**config.mk**
```make
export PLATFORM = sky130hd
export DESIGN_NAME = bcd_binary_converter
export DESIGN_NICKNAME = d
export VERILOG_FILES = /design/src/rtl/game_pkg.sv /design/src/rtl/bcd_digit_adjust.sv /design/src/rtl/bcd_binary_converter.sv
export SDC_FILE = /design/constraint.sdc
export NUM_CORES = 1
export LEC_CHECK = 0
export ABC_CLOCK_PERIOD_IN_PS = 1400
export BUFFER_PORTS_ARGS = -buffer_cell sky130_fd_sc_hd__buf_4
export CELL_PAD_IN_SITES_DETAIL_PLACEMENT = 0
export CELL_PAD_IN_SITES_GLOBAL_PLACEMENT = 1
export CORE_MARGIN = 4
export CORE_UTILIZATION = 39
export CTS_CLUSTER_SIZE = 16
export DETAILED_ROUTE_END_ITERATION = 12
export HOLD_SLACK_MARGIN = 0.03
export PLACE_DENSITY = 0.8
export SLEW_MARGIN = 20
export SYNTH_ARGS = -nofsm -noshare
export SYNTH_HDL_FRONTEND = slang
export SYNTH_SLANG_ARGS = --single-unit
```
**constraint.sdc**
```tcl
create_clock -name clk -period 1.4 [get_ports clk]
set_input_delay 0.07 -clock clk [delete_from_list [all_inputs] [get_ports clk]]
set_output_delay 0.07 -clock clk [all_outputs]
set_load 0.01 [all_outputs]
```
**src/rtl/game_pkg.sv**
```systemverilog
// Shared constants for the game datapath: converter FSM encoding and BCD
// digit correction values.
package game_pkg;

  typedef enum logic [1:0] {
    ST_IDLE    = 2'd0,
    ST_CONVERT = 2'd1,
    ST_DONE    = 2'd2
  } conv_state_e;

  localparam int          DIGIT_W    = 4;
  localparam logic [3:0]  ADJ_THRESH = 4'd8;
  localparam logic [3:0]  ADJ_SUB    = 4'd3;
  localparam logic [3:0]  DIGIT_MAX  = 4'd9;

endpackage

```
**src/rtl/bcd_digit_adjust.sv**
```systemverilog
// Reverse double-dabble correction cell: after a right shift, a digit that
// picked up a weight-8 bit from its upper neighbour is brought back by 3.
module bcd_digit_adjust
  import game_pkg::*;
(
  input  logic [DIGIT_W-1:0] digit_i,
  output logic [DIGIT_W-1:0] digit_o
);

  assign digit_o = (digit_i >= ADJ_THRESH) ? digit_i - ADJ_SUB : digit_i;

endmodule

```
**src/rtl/bcd_binary_converter.sv**
```systemverilog
// Iterative BCD-to-binary converter, one shift per clock, valid/ready on both
// sides. Optional BCD_DIGIT_CHECK_EN flags inputs containing digits above 9.
module bcd_binary_converter
  import game_pkg::*;
#(
  parameter int DIGITS = 3,
  parameter int BIN_W  = 10
) (
  input  logic                      clk,
  input  logic                      reset,
  input  logic                      in_valid,
  output logic                      in_ready,
  input  logic [DIGIT_W*DIGITS-1:0] bcd_in,
  output logic                      out_valid,
  input  logic                      out_ready,
  output logic [BIN_W-1:0]          bin_out,
  output logic                      err
);

  localparam int BCD_W = DIGIT_W * DIGITS;
  localparam int CNT_W = $clog2(BIN_W + 1);
  localparam logic [CNT_W-1:0] CNT_LAST = CNT_W'(BIN_W - 1);

  conv_state_e        state_q;
  logic [BCD_W-1:0]   bcd_q;
  logic [BIN_W-1:0]   acc_q;
  logic [CNT_W-1:0]   cnt_q;
  logic [BIN_W-1:0]   bin_q;
  logic               in_ready_q;
  logic               out_valid_q;

  // {bcd, acc} shifted right as one word, then every digit corrected
  logic [BCD_W-1:0]   bcd_shr;
  logic [BCD_W-1:0]   bcd_d;
  logic [BIN_W-1:0]   acc_d;

  assign bcd_shr = bcd_q >> 1;
  assign acc_d   = {bcd_q[0], acc_q[BIN_W-1:1]};

  for (genvar g = 0; g < DIGITS; g++) begin : g_adj
    bcd_digit_adjust u_adj (
      .digit_i (bcd_shr[g*DIGIT_W +: DIGIT_W]),
      .digit_o (bcd_d[g*DIGIT_W +: DIGIT_W])
    );
  end

`ifdef BCD_DIGIT_CHECK_EN
  logic [DIGITS-1:0] bad_dig;
  logic              flag_q;
  logic              err_q;

  for (genvar g = 0; g < DIGITS; g++) begin : g_chk
    assign bad_dig[g] = bcd_in[g*DIGIT_W +: DIGIT_W] > DIGIT_MAX;
  end

  always_ff @(posedge clk or posedge reset) begin
    if (reset) begin
      flag_q <= 1'b0;
      err_q  <= 1'b0;
    end else begin
      if (state_q == ST_IDLE && in_valid)
        flag_q <= |bad_dig;
      if (state_q == ST_CONVERT && cnt_q == CNT_LAST)
        err_q <= flag_q;
      else if (state_q == ST_DONE && out_ready)
        err_q <= 1'b0;
    end
  end

  assign err = err_q;
`else
  assign err = 1'b0;
`endif

  always_ff @(posedge clk or posedge reset) begin
    if (reset) begin
      state_q     <= ST_IDLE;
      bcd_q       <= '0;
      acc_q       <= '0;
      cnt_q       <= '0;
      bin_q       <= '0;
      in_ready_q  <= 1'b1;
      out_valid_q <= 1'b0;
    end else begin
      case (state_q)
        ST_IDLE: begin
          if (in_valid) begin
            bcd_q      <= bcd_in;
            acc_q      <= '0;
            cnt_q      <= '0;
            in_ready_q <= 1'b0;
            state_q    <= ST_CONVERT;
          end
        end
        ST_CONVERT: begin
          bcd_q <= bcd_d;
          acc_q <= acc_d;
          cnt_q <= cnt_q + CNT_W'(1);
          if (cnt_q == CNT_LAST) begin
`ifdef BCD_DIGIT_CHECK_EN
            bin_q <= flag_q ? '0 : acc_d;
`else
            bin_q <= acc_d;
`endif
            out_valid_q <= 1'b1;
            state_q     <= ST_DONE;
          end
        end
        ST_DONE: begin
          if (out_ready) begin
            out_valid_q <= 1'b0;
            in_ready_q  <= 1'b1;
            state_q     <= ST_IDLE;
          end
        end
        default: begin
          out_valid_q <= 1'b0;
          in_ready_q  <= 1'b1;
          state_q     <= ST_IDLE;
        end
      endcase
    end
  end

  assign in_ready  = in_ready_q;
  assign out_valid = out_valid_q;
  assign bin_out   = bin_q;

endmodule

```
==> results of run 1 <==
[Yosys cell counts (3+ instances only)]
cell type	number	area [um2]
a22o_1	11	96.34
mux2_2	10	112.6
nand2b_1	3	18.77
ha_1	6	75.07
nor2b_1	3	18.77
buf_2	4	20.02
xnor2_1	4	35.03
dfrtp_1	38	950.9
a21oi_1	4	20.02
nand2_1	10	37.54
nor2_1	6	22.52
a22oi_1	5	37.54
inv_1	11	41.29
mux2i_1	3	30.03
o21ai_0	6	30.03
[area by class of cell]
cell class,count,share of cell area
sequential,39,0.4301
multi-input combinational,94,0.3232
clock buffer,8,0.04405
inverter,11,0.01817
tap,52,0.02863
timing repair buffer,45,0.1558
[state kept, by name, indices dropped and copies added (netlist names)]
name       count
state_q        2
in_ready       1
out_valid      1
bcd_q         12
acc_q          9
bin_out       10
cnt_q          4
[power groups by stage]
stage | clock, mW | combinational [mW] | sequential [mW]
6_report | 0.804 | 2.02 | 2.01
5_1_grt | 0.872 | 2.24 | 2.08
4_1_cts | 0.829 | 2.02 | 2.01
3_5_place_dp | 0 | 1.92 | 2.02
3_3_place_gp | 0 | 1.84 | 1.98
2_1_floorplan | 0 | 1.20 | 2.01
[per-stage QoR]
step / hold WS [ns] / instances / cell area (um2)
4_1_cts: 0.08744 / 248 / 2256
3_5_place_dp: 0.2326 / 233 / 2074
2_1_floorplan: 0.1926 / 151 / 1770
6_report: 0.09386 / 249 / 2272
3_3_place_gp: 0.2150 / 233 / 2074
5_1_grt: 0.1017 / 249 / 2272
[worst max-delay path, cell delays in order (launching register included)]
cell and delay [ns]:
dfrtp_1 0.41, nor2b_2 0.17, and4_4 0.32, mux2_2 0.35
[worst min path at each step]
stage	to	slack [ns]	depth (start not counted)
global route	state_q[1]	0.10	3
finish	bcd_q[0]	0.09	3
floorplan	bcd_q[1]	0.19	2
detailed placement	bin_out[7]	0.23	3
CTS	bcd_q[0]	0.09	3
global placement	acc_q[7]	0.21	3
[per-layer routing]
| metal | track usage | up-vias | routed length, um |
|---|---|---|---|
| met5 | 0 | - | 0 |
| met4 | 0.02913 | 0 | 0 |
| met3 | 0.04354 | 0 | 166 |
| met2 | 0.2387 | 27 | 1898 |
| met1 | 0.1939 | 654 | 1719 |
| li1 | - | 624 | - |
[cell families after synthesis]
kind of cell | synth area share
flip-flops | 0.5519
adder cells (fa/ha/maj) | 0.04240
XOR/XNOR | 0.01979
AND/OR/NAND/NOR | 0.08269
other | 0.002118
multiplexers | 0.08057
AO/OA/AOI/OAI | 0.1710
buffers and inverters | 0.04947
[cells in the final DEF, fill, tap and decap left out, types with 2 or more instances in the layout]
cell,n
nand2_1,10
nor2_1,6
dfrtp_1,38
nor2b_1,3
inv_2,2
o22ai_1,2
inv_1,9
a21oi_1,4
a22o_1,11
o221ai_1,2
and4_4,2
ha_1,5
mux2_2,10
nand2b_1,3
o22a_1,2
dlygate4sd3_1,5
a41oi_1,2
clkbuf_8,7
mux2i_1,3
buf_4,39
a22oi_1,5
o21ai_0,6
xnor2_1,4
[timing repair]
action	4_1_cts	5_1_grt
cloned	1	0
hold buffers	5	0
buffers inserted	1	1
endpoints found under the hold margin	42	0
resized for setup	3	4
setup endpoints to repair	10	15
==> out/metrics.csv, run 1 <==
stage,metric,value,unit
outcome,outcome,finished clean,
synth,top_reg_cell synth,dfrtp_1,
setup_path,Worst Reg2Reg Path Length in Cells,3,
cells_and_area,Syn-to-layout area delta,28.34,%
global_routing,antenna violations before repair,0,
sta,crit share post-route,0.9806,
clocking,H-Tree Level Count,2,
placement,pre-CTS setup slack,-0.04503,ns
routing,ANT nets after route,0,
die,die width,75.38,um
power_and_ir_drop,logic gate share of total power,0.417,
global_routing,largest net degree at the start of global routing,40,
setup_path,r2r endpoint,bin_out[3],
clocking,"Clk pin slew, worst setup/hold paths",0.07,ns
synth,"FFs w/ async S/R, synth",1.000,
sta,Clock Skews,0.003436,ns
cells_and_area,FF+latch area,977.2,um2
sta,min Tclk post-route,1.373,ns
die,die area,5681,um2
clocking,CTS Buffer Depth,2,
power_and_ir_drop,switching power,1.668,mW
synth,Yosys warnings,0,
clocking,"Clk Latency, worst-skew pair",0.28,ns
die,I/O pin cnt,29,
cells_and_area,nets@finish,218,
routing,drc violations,0,
setup_path,Critical Path AT,1.53,ns
power_and_ir_drop,Clock power frac,0.166,
setup_path,Worst R2R Start,state_q[1],
setup_path,critical path class,flop to flop,
placement,Port Buffers,27,
global_routing,first-pass GRT wire length,6.237,mm
synth,Mapped Area,1770,um2
power_and_ir_drop,sw frac,0.3451,
routing,Total Wirelength,3.784,mm
setup_path,Setup crit start kind,flop,
cells_and_area,Util after Layout,0.5183,
cells_and_area,n_diodes,0,
min_path,HP Class,primary input to flop,
routing,DR pass1 iterations,4,
synth,sequential fraction of the synthesis area,0.5519,
min_path,Hold Crit Start,bcd_in[0],
sta,f_max,0.7284,GHz
routing,WL per Instance,15.20,um
sta,Final setup viols,0,
global_routing,GR Util All Layers,0.1460,
cells_and_area,fraction of layout cells with a size suffix above 1,0.3299,
routing,Iter 0 DRT Violations,65,
setup_path,R2R Setup Slk,0.03,ns
routing,routed vias/inst,5.241,
synth,Post-synth EDFFs,0,
power_and_ir_drop,Flop pwr share,0.416,
sta,Setup TNS,0,ns
setup_path,CP max FO,6,
synth,Mapped Cells,151,
placement,Final GP Congestion,0.7661,
setup_path,Critical path origin,state_q[1],
synth,syn nets,173,
routing,via count,1305,
sta,final hold violation count,0,
sta,Final Max Slew Viols,0,
setup_path,crit path capture,bin_out[3],
setup_path,Worst Path Required,1.56,ns
synth,Seq cells post-synth,39,
die,die extent in y,75.38,um
power_and_ir_drop,Worst VDD drop,0.7996,mV
sta,PnR worst setup slack,0.02714,ns
die,FP Rows,24,
synth,Yosys cell types,38,
sta,RSZ-0062 raised after global routing,yes,
power_and_ir_drop,Int Power,3.167,mW
power_and_ir_drop,power density over the cells,2128,nW/um2
synth,synthesized area per cell,11.72,um2
cells_and_area,fill count,407,
placement,hpwl dp,2.630,mm
setup_path,Critical Path Sink Type,flop,
clocking,CTS tree,built,
clocking,clk sinks,39,
global_routing,grt ovf,0,
clocking,CTS buffer count,5,
run,Max Cap Viol,0,
cells_and_area,Multi-input gate area,734.5,um2
global_routing,vias in the first global route,1328,
power_and_ir_drop,LEAKAGE,1.093,nW
clocking,Root Buffer,clkbuf_8,
power_and_ir_drop,total chip power,4.835,mW
die,Core Area,4384,um2
die,Initial Util,0.4038,
(Power assumes the default switching activity.)
==> run 2, diff against run 1 <==
Settings changed: ABC_AREA set to 1, CORE_UTILIZATION 39 to 38, PLACE_DENSITY 0.8 to 0.81.
==> out/metrics.csv, run 2 <==
stage,metric,value,unit,change
outcome,outcome,finished clean,,
synth,Commonest cells post-synth,"nand2_1, dfrtp_1, inv_1",,
global_routing,largest net degree at the start of global routing,40,,unchanged
synth,Seq cells post-synth,39,,unchanged
synth,Post-synth EDFFs,0,,unchanged
synth,"area leader, netlist",dfrtp_1,,
synth,Mapped Cells,206,,+36%
synth,xor/xnor share of the synthesized area,0,,-0.01979
clocking,clk sinks,39,,unchanged
synth,main combinational cell family by area after synthesis,simple AND/OR/NAND/NOR gates,,
run,Max Cap Viol,0,,unchanged
power_and_ir_drop,power density over the cells,2119,nW/um2,-0.43%
placement,cell area after placement,2157,um2,+4.0%
cells_and_area,"commonest non-fill, non-tap cells in the layout","nand2_1, dfrtp_1, buf_4",,
routing,routed vias/inst,4.611,,-12%
sta,min Tclk post-route,1.272,ns,-0.1010 ns
clocking,CTS Buffer Depth,2,,unchanged
sta,RSZ-0062 raised after global routing,no,,
placement,placed instance count,300,,+29%
die,Initial Util,0.3947,,-0.009087
global_routing,busiest grt layer,met2,,
die,Core Area,4755,um2,+8.4%
placement,Port Buffers,27,,unchanged
global_routing,first-pass GRT wire length,6.575,mm,+5.4%
synth,synthesized area per cell,9.111,um2,-22%
routing,Total Wirelength,3.749,mm,-0.92%
synth,"FFs w/ async S/R, synth",1.000,,unchanged
global_routing,met2 GRT Util,0.2226,,-0.01613
synth,top cell type's share of synthesized area,0.5067,,-0.03044
cells_and_area,Util after Layout,0.5000,,-0.01826
synth,Mapped Area,1877,um2,+6.0%
routing,ANT nets after route,0,,unchanged
global_routing,met3 usage,0.03326,,-0.01028
power_and_ir_drop,Worst VDD drop,0.6808,mV,-15%
sta,Final setup viols,0,,unchanged
setup_path,critical path class,flop to flop,,
clocking,Root Buffer,clkbuf_8,,
cells_and_area,Largest register FFs,12,,unchanged
routing,DR pass1 iterations,4,,unchanged
global_routing,antenna violations before repair,0,,unchanged
cells_and_area,Syn-to-layout area delta,26.67,%,
synth,top_reg_cell synth,dfrtp_1,,
cells_and_area,"commonest non-fill, non-tap cell in the layout",nand2_1,,
routing,via count,1471,,+13%
placement,pre-CTS setup slack,0.05225,ns,+0.09727 ns
global_routing,grt ovf,0,,unchanged
cells_and_area,fin cells,319,,+28%
power_and_ir_drop,total chip power,5.037,mW,+4.2%
clocking,CTS buffer count,5,,unchanged
setup_path,Critical Path Sink Type,flop,,
sta,Setup TNS,0,ns,unchanged
setup_path,Critical Path AT,1.49,ns,-0.04 ns
global_routing,vias in the first global route,1418,,+6.8%
die,FP Rows,25,,+4.2%
setup_path,Worst Path Required,1.62,ns,+0.06 ns
min_path,HP Class,primary input to flop,,
synth,Synth Area in Compound Gates,0.1427,,-0.02836
power_and_ir_drop,LEAKAGE,1.193,nW,+9.1%
synth,Yosys warnings,0,,unchanged
synth,simple-gate share of the synthesized area,0.2053,,+0.1226
global_routing,M1 GR Usage,0.1746,,-0.01931
cells_and_area,final instance area,2377,um2,+4.6%
cells_and_area,nets@finish,274,,+26%
sta,Final Max Slew Viols,0,,unchanged
synth,adder-cell area share of the yosys netlist,0.04000,,-0.002403
die,I/O pin cnt,29,,unchanged
setup_path,CP max FO,11,,+5
synth,syn nets,228,,+32%
clocking,H-Tree Level Count,2,,unchanged
cells_and_area,fill count,464,,+14%
synth,sequential fraction of the synthesis area,0.5207,,-0.03128
sta,PnR worst setup slack,0.1281,ns,+0.1010 ns
setup_path,Setup crit start kind,flop,,
cells_and_area,Multi-input gate area,745.7,um2,+1.5%
sta,Clock Skews,0.004528,ns,+0.001092 ns
sta,final hold violation count,0,,unchanged
sta,crit share post-route,0.9085,,-0.07215
placement,hpwl dp,2.490,mm,-5.3%
sta,worst hold-check slack,0.07751,ns,-0.01635 ns
routing,Iter 0 DRT Violations,93,,+43%
cells_and_area,FF+latch area,977.2,um2,unchanged
clocking,"Clk Latency, worst-skew pair",0.29,ns,about the same
clocking,CTS tree,built,,
cells_and_area,n_diodes,0,,unchanged
die,die extent in y,78.28,um,+3.8%
global_routing,GR Util All Layers,0.1349,,-0.01110
die,die area,6127,um2,+7.8%
synth,Area contributors post-synth,"dfrtp_1, nand2_1, o21ai_2, inv_1, ha_1",,
synth,Yosys cell types,26,,-32%
routing,WL per Instance,11.75,um,-23%
clocking,"Clk pin slew, worst setup/hold paths",0.08,ns,about the same
synth,"count leader, synth",nand2_1,,
synth,mux cell area share after synthesis,0,,-0.08057
die,die width,78.28,um,+3.8%
cells_and_area,Largest Register,bcd_q,,
sta,f_max,0.7863,GHz,+7.9%
cells_and_area,fraction of layout cells with a size suffix above 1,0.2619,,-0.06804
placement,Final GP Congestion,0.7295,,-4.8%
routing,drc violations,0,,unchanged
## run 2: cell count changes after synthesis, moves of 5 or more
cell	delta
nand2_1	+45
inv_1	+12
a22o_1	-11
nand3_1	+11
mux2_2	-10
o21ai_2	+10
nor2_1	+9
o22ai_1	+8
a22oi_1	-5
## run 2: cell type report
cell class / instances / share of cell area
Tap cell: 67 / 0.03526
Inverter: 25 / 0.04053
Timing Repair Buffer: 45 / 0.1547
Clock inverter: 2 / 0.01579
Clock buffer: 5 / 0.02895
Multi-Input combinational cell: 136 / 0.3137
Sequential cell: 39 / 0.4111
## run 2: path summary, 6_finish.rpt
| kind | start | end | slack [ns] | cells past startpoint |
|---|---|---|---|---|
| setup / recovery | cnt_q[1] | out_valid | 0.13 | 6 |
| max in group asynchronous | reset | in_ready | 0.76 | 4 |
| hold / removal | bcd_in[3] | bcd_q[3] | 0.08 | 5 |
| min in group asynchronous | reset | acc_q[3] | 0.38 | 4 |
| hold reg to reg | in_ready | in_ready | 0.48 | 2 |
| setup reg to reg | cnt_q[1] | out_valid | 0.13 | 6 |
## run 2: what timing repair did
action / 4_1_cts / 5_1_grt
resized for setup: 0 / 2
setup buffers: 0 / 4
hold buffers: 7 / 0
endpoints found under the hold margin: 44 / 0
endpoints found under the setup margin: 0 / 11
## run 2: cells by family after synthesis
| group | Yosys count |
|---|---|
| other cells | 1 |
| buf+inv | 32 |
| flops | 39 |
| compound gates | 40 |
| simple gates | 88 |
| fa+ha+maj | 6 |
## run 2: worst max-delay path, cell delays in order (launching register included)
cell and delay (ns):
dfrtp_1 0.38, inv_1 0.07, ha_1 0.14, nand2_1 0.06
nor2_2 0.22, nand2_4 0.18, a22oi_2 0.15
## run 2: power by group
group          internal [mW]  leakage [nW]  switching (mW)
Sequential              1.63         0.500           0.310
Combinational          0.965         0.642            1.22
Clock                  0.521        0.0502           0.396
## run 2: metal layers
layer / up-vias / routed length (um)
li1: 757 / -
met1: 690 / 1762
met2: 20 / 1799
met3: 4 / 135
met4: 0 / 52
met5: - / 0
==> run 3, diff against run 2 <==
Settings changed: CORE_UTILIZATION 38 to 37, SYNTH_HIERARCHICAL set to 1.
==> out/metrics.csv, run 3 <==
stage,metric,value,unit,change
outcome,outcome,finished clean,,
setup_path,Worst Path Required,1.64,ns,+0.02 ns
sta,Clock Skews,0.009939,ns,+0.005411 ns
setup_path,critical path class,flop to flop,,
sta,RSZ-0062 raised after global routing,no,,
run,Max Cap Viol,0,,unchanged
cells_and_area,Syn-to-layout area delta,22.52,%,
global_routing,GR Util All Layers,0.1296,,-0.005285
synth,Yosys cell types,23,,-12%
synth,Commonest cells post-synth,"nand2_1, inv_1, dfrtp_1",,
min_path,HP Class,primary input to flop,,
setup_path,Critical path origin,state_q[1],,
cells_and_area,Multi-input gate area,852.1,um2,+14%
synth,simple-gate share of the synthesized area,0.2627,,+0.05735
synth,"FFs w/ async S/R, synth",1.000,,unchanged
cells_and_area,"commonest non-fill, non-tap cells in the layout","nand2_1, inv_1, dfrtp_1",,
cells_and_area,FF+latch area,977.2,um2,unchanged
clocking,CTS buffer count,5,,unchanged
die,FP Rows,26,,+4.0%
clocking,Root Buffer,clkbuf_8,,
sta,Worst-Margin Slew,0.5068,ns,
routing,via count,1697,,+15%
die,Core Area,5270,um2,+11%
die,die extent in y,82.83,um,+5.8%
die,die width,82.83,um,+5.8%
sta,Final Max Slew Viols,0,,unchanged
cells_and_area,nets@finish,332,,+21%
sta,crit share post-route,0.9267,,+0.01827
sta,final hold violation count,0,,unchanged
power_and_ir_drop,LEAKAGE,1.443,nW,+21%
routing,Total Wirelength,4.213,mm,+12%
die,I/O pin cnt,29,,unchanged
placement,Port Buffers,27,,unchanged
setup_path,Critical Path Sink Type,flop,,
synth,Post-synth EDFFs,0,,unchanged
setup_path,crit path max-delay cell type,dfrtp_1,,
sta,Max-slew headroom,0.6622,,
global_routing,vias in the first global route,1634,,+15%
synth,top_reg_cell synth,dfrtp_1,,
setup_path,R2R Setup Slk,0.10,ns,-0.03 ns
clocking,CTS Buffer Depth,2,,unchanged
sta,f_max,0.7708,GHz,-2.0%
setup_path,CP Cell Sequence,inv_2 > nand2_1 > buf_12 > nor2_4 > nand2_1 > nand2_1,,
placement,hpwl dp,2.818,mm,+13%
synth,synthesized area per cell,7.760,um2,-15%
die,die area,6861,um2,+12%
global_routing,largest net degree at the start of global routing,40,,unchanged
power_and_ir_drop,power density over the cells,2174,nW/um2,+2.6%
cells_and_area,n_diodes,0,,unchanged
routing,ANT nets after route,0,,unchanged
synth,Area contributors post-synth,"dfrtp_1, nand2_1, inv_1, nand3_1, ha_1",,
setup_path,CP max FO,21,,+10
synth,"count leader, synth",nand2_1,,
sta,worst hold-check slack,0.05858,ns,-0.01893 ns
setup_path,Critical Path AT,1.54,ns,+0.05 ns
cells_and_area,fraction of layout cells with a size suffix above 1,0.1650,,-0.09686
synth,Yosys warnings,6,,+6
cells_and_area,Largest Register,bcd_q,,
routing,Iter 0 DRT Violations,87,,-6.5%
synth,adder-cell area share of the yosys netlist,0.04831,,+0.008309
setup_path,Setup crit start kind,flop,,
clocking,"Clk Latency, worst-skew pair",0.30,ns,about the same
die,Initial Util,0.3932,,-0.001574
setup_path,CP most frequent cell,nand2_1,,
min_path,worst hold path depth,3,,-2
sta,Final setup viols,0,,unchanged
clocking,clk sinks,39,,unchanged
routing,DR pass1 iterations,4,,unchanged
power_and_ir_drop,total chip power,5.520,mW,+9.6%
cells_and_area,fill count,518,,+12%
setup_path,crit path capture,bin_out[7],,
clocking,"Clk pin slew, worst setup/hold paths",0.09,ns,about the same
synth,Mapped Area,2072,um2,+10%
cells_and_area,Largest register FFs,12,,unchanged
synth,mux cell area share after synthesis,0,,unchanged
setup_path,"Largest stage delay, worst path",0.43,ns,+0.05 ns
setup_path,Worst R2R Start,state_q[1],,
synth,"area leader, netlist",dfrtp_1,,
global_routing,first-pass GRT wire length,7.362,mm,+12%
placement,Final GP Congestion,0.7241,,-0.74%
cells_and_area,"commonest non-fill, non-tap cell in the layout",nand2_1,,
synth,Synth Area in Compound Gates,0.06703,,-0.07564
synth,Mapped Cells,267,,+30%
synth,sequential fraction of the synthesis area,0.4716,,-0.04905
routing,WL per Instance,11.12,um,-5.4%
routing,routed vias/inst,4.478,,-2.9%
setup_path,r2r endpoint,bin_out[7],,
routing,drc violations,0,,unchanged
clocking,H-Tree Level Count,2,,unchanged
synth,main combinational cell family by area after synthesis,simple AND/OR/NAND/NOR gates,,
synth,top cell type's share of synthesized area,0.4589,,-0.04773
clocking,CTS tree,built,,
sta,min Tclk post-route,1.297,ns,+0.02558 ns
synth,xor/xnor share of the synthesized area,0.01691,,+0.01691
synth,Seq cells post-synth,39,,unchanged
global_routing,grt ovf,0,,unchanged
setup_path,Worst Reg2Reg Path Length in Cells,6,,unchanged
global_routing,antenna violations before repair,0,,unchanged
power_and_ir_drop,Worst VDD drop,0.7701,mV,+13%
==> run 3: through the flow <==
stage / instance area [um2] / setup TNS, ns / setup WS, ns / utilization / instances
floorplan: 2095 / 0 / 0.2136 / - / 273
global placement: 2395 / 0 / 0.06851 / 0.4544 / 369
detailed placement: 2395 / -0.004473 / -0.004367 / 0.4544 / 369
CTS: 2534 / 0 / 0.09003 / 0.4808 / 379
global route: 2539 / 0 / 0.01528 / 0.4817 / 379
finish: 2539 / 0 / 0.1026 / 0.4817 / 379
==> run 3: metal layers <==
metal,part of all wire,vias up,GRT usage
met3,0.035,7,0.02475
met5,0,-,0
met2,0.48,27,0.2208
met4,0.019,0,0.05349
li1,-,888,-
met1,0.46,775,0.1603
==> run 3: kinds of logic after synthesis <==
family | count (synthesis)
flip-flops | 39
AO/OA/AOI/OAI | 23
XOR/XNOR | 4
adder cells (fa/ha/maj) | 8
other | 1
AND/OR/NAND/NOR | 128
buffers and inverters | 64
==> run 3: worst min path at each step <==
| stage | start | endpoint | slack [ns] |
|---|---|---|---|
| floorplan | out_ready | state_q[1] | 0.17 |
| global placement | reset | acc_q[6] | 0.23 |
| detailed placement | reset | acc_q[6] | 0.23 |
| CTS | bcd_in[0] | bcd_q[0] | 0.07 |
| global route | bcd_in[10] | bcd_q[10] | 0.09 |
| finish | bcd_in[0] | bcd_q[0] | 0.06 |
==> run 3: repair_timing <==
item,CTS,global route
buffers inserted,0,0
hold endpoints to repair,39,0
gates resized for setup,1,1
endpoints found under the setup margin,2,3
hold buffers,2,0
pin swaps,0,0
==> run 3: layout make-up <==
class | instances | share of cell area
Inverter | 54 | 0.07984
Multi-Input combinational cell | 170 | 0.3356
Tap cell | 70 | 0.03450
Timing Repair Buffer | 38 | 0.1193
Clock buffer | 5 | 0.02711
Sequential cell | 39 | 0.3849
Clock inverter | 3 | 0.01873
==> run 3: worst max-delay path, delay by kind of cell (launching register included) <==
family / cells / cell delay (ns)
and+or+nand+nor: 4 / 0.51
DFF: 1 / 0.43
buffers and inverters: 2 / 0.29
==> run 3: power by group <==
group	total (mW)	internal, mW	switching (mW)
Clock	0.973	0.540	0.432
Combinational	2.48	1.08	1.40
Sequential	2.07	1.65	0.422
Total	5.52	3.26	2.26
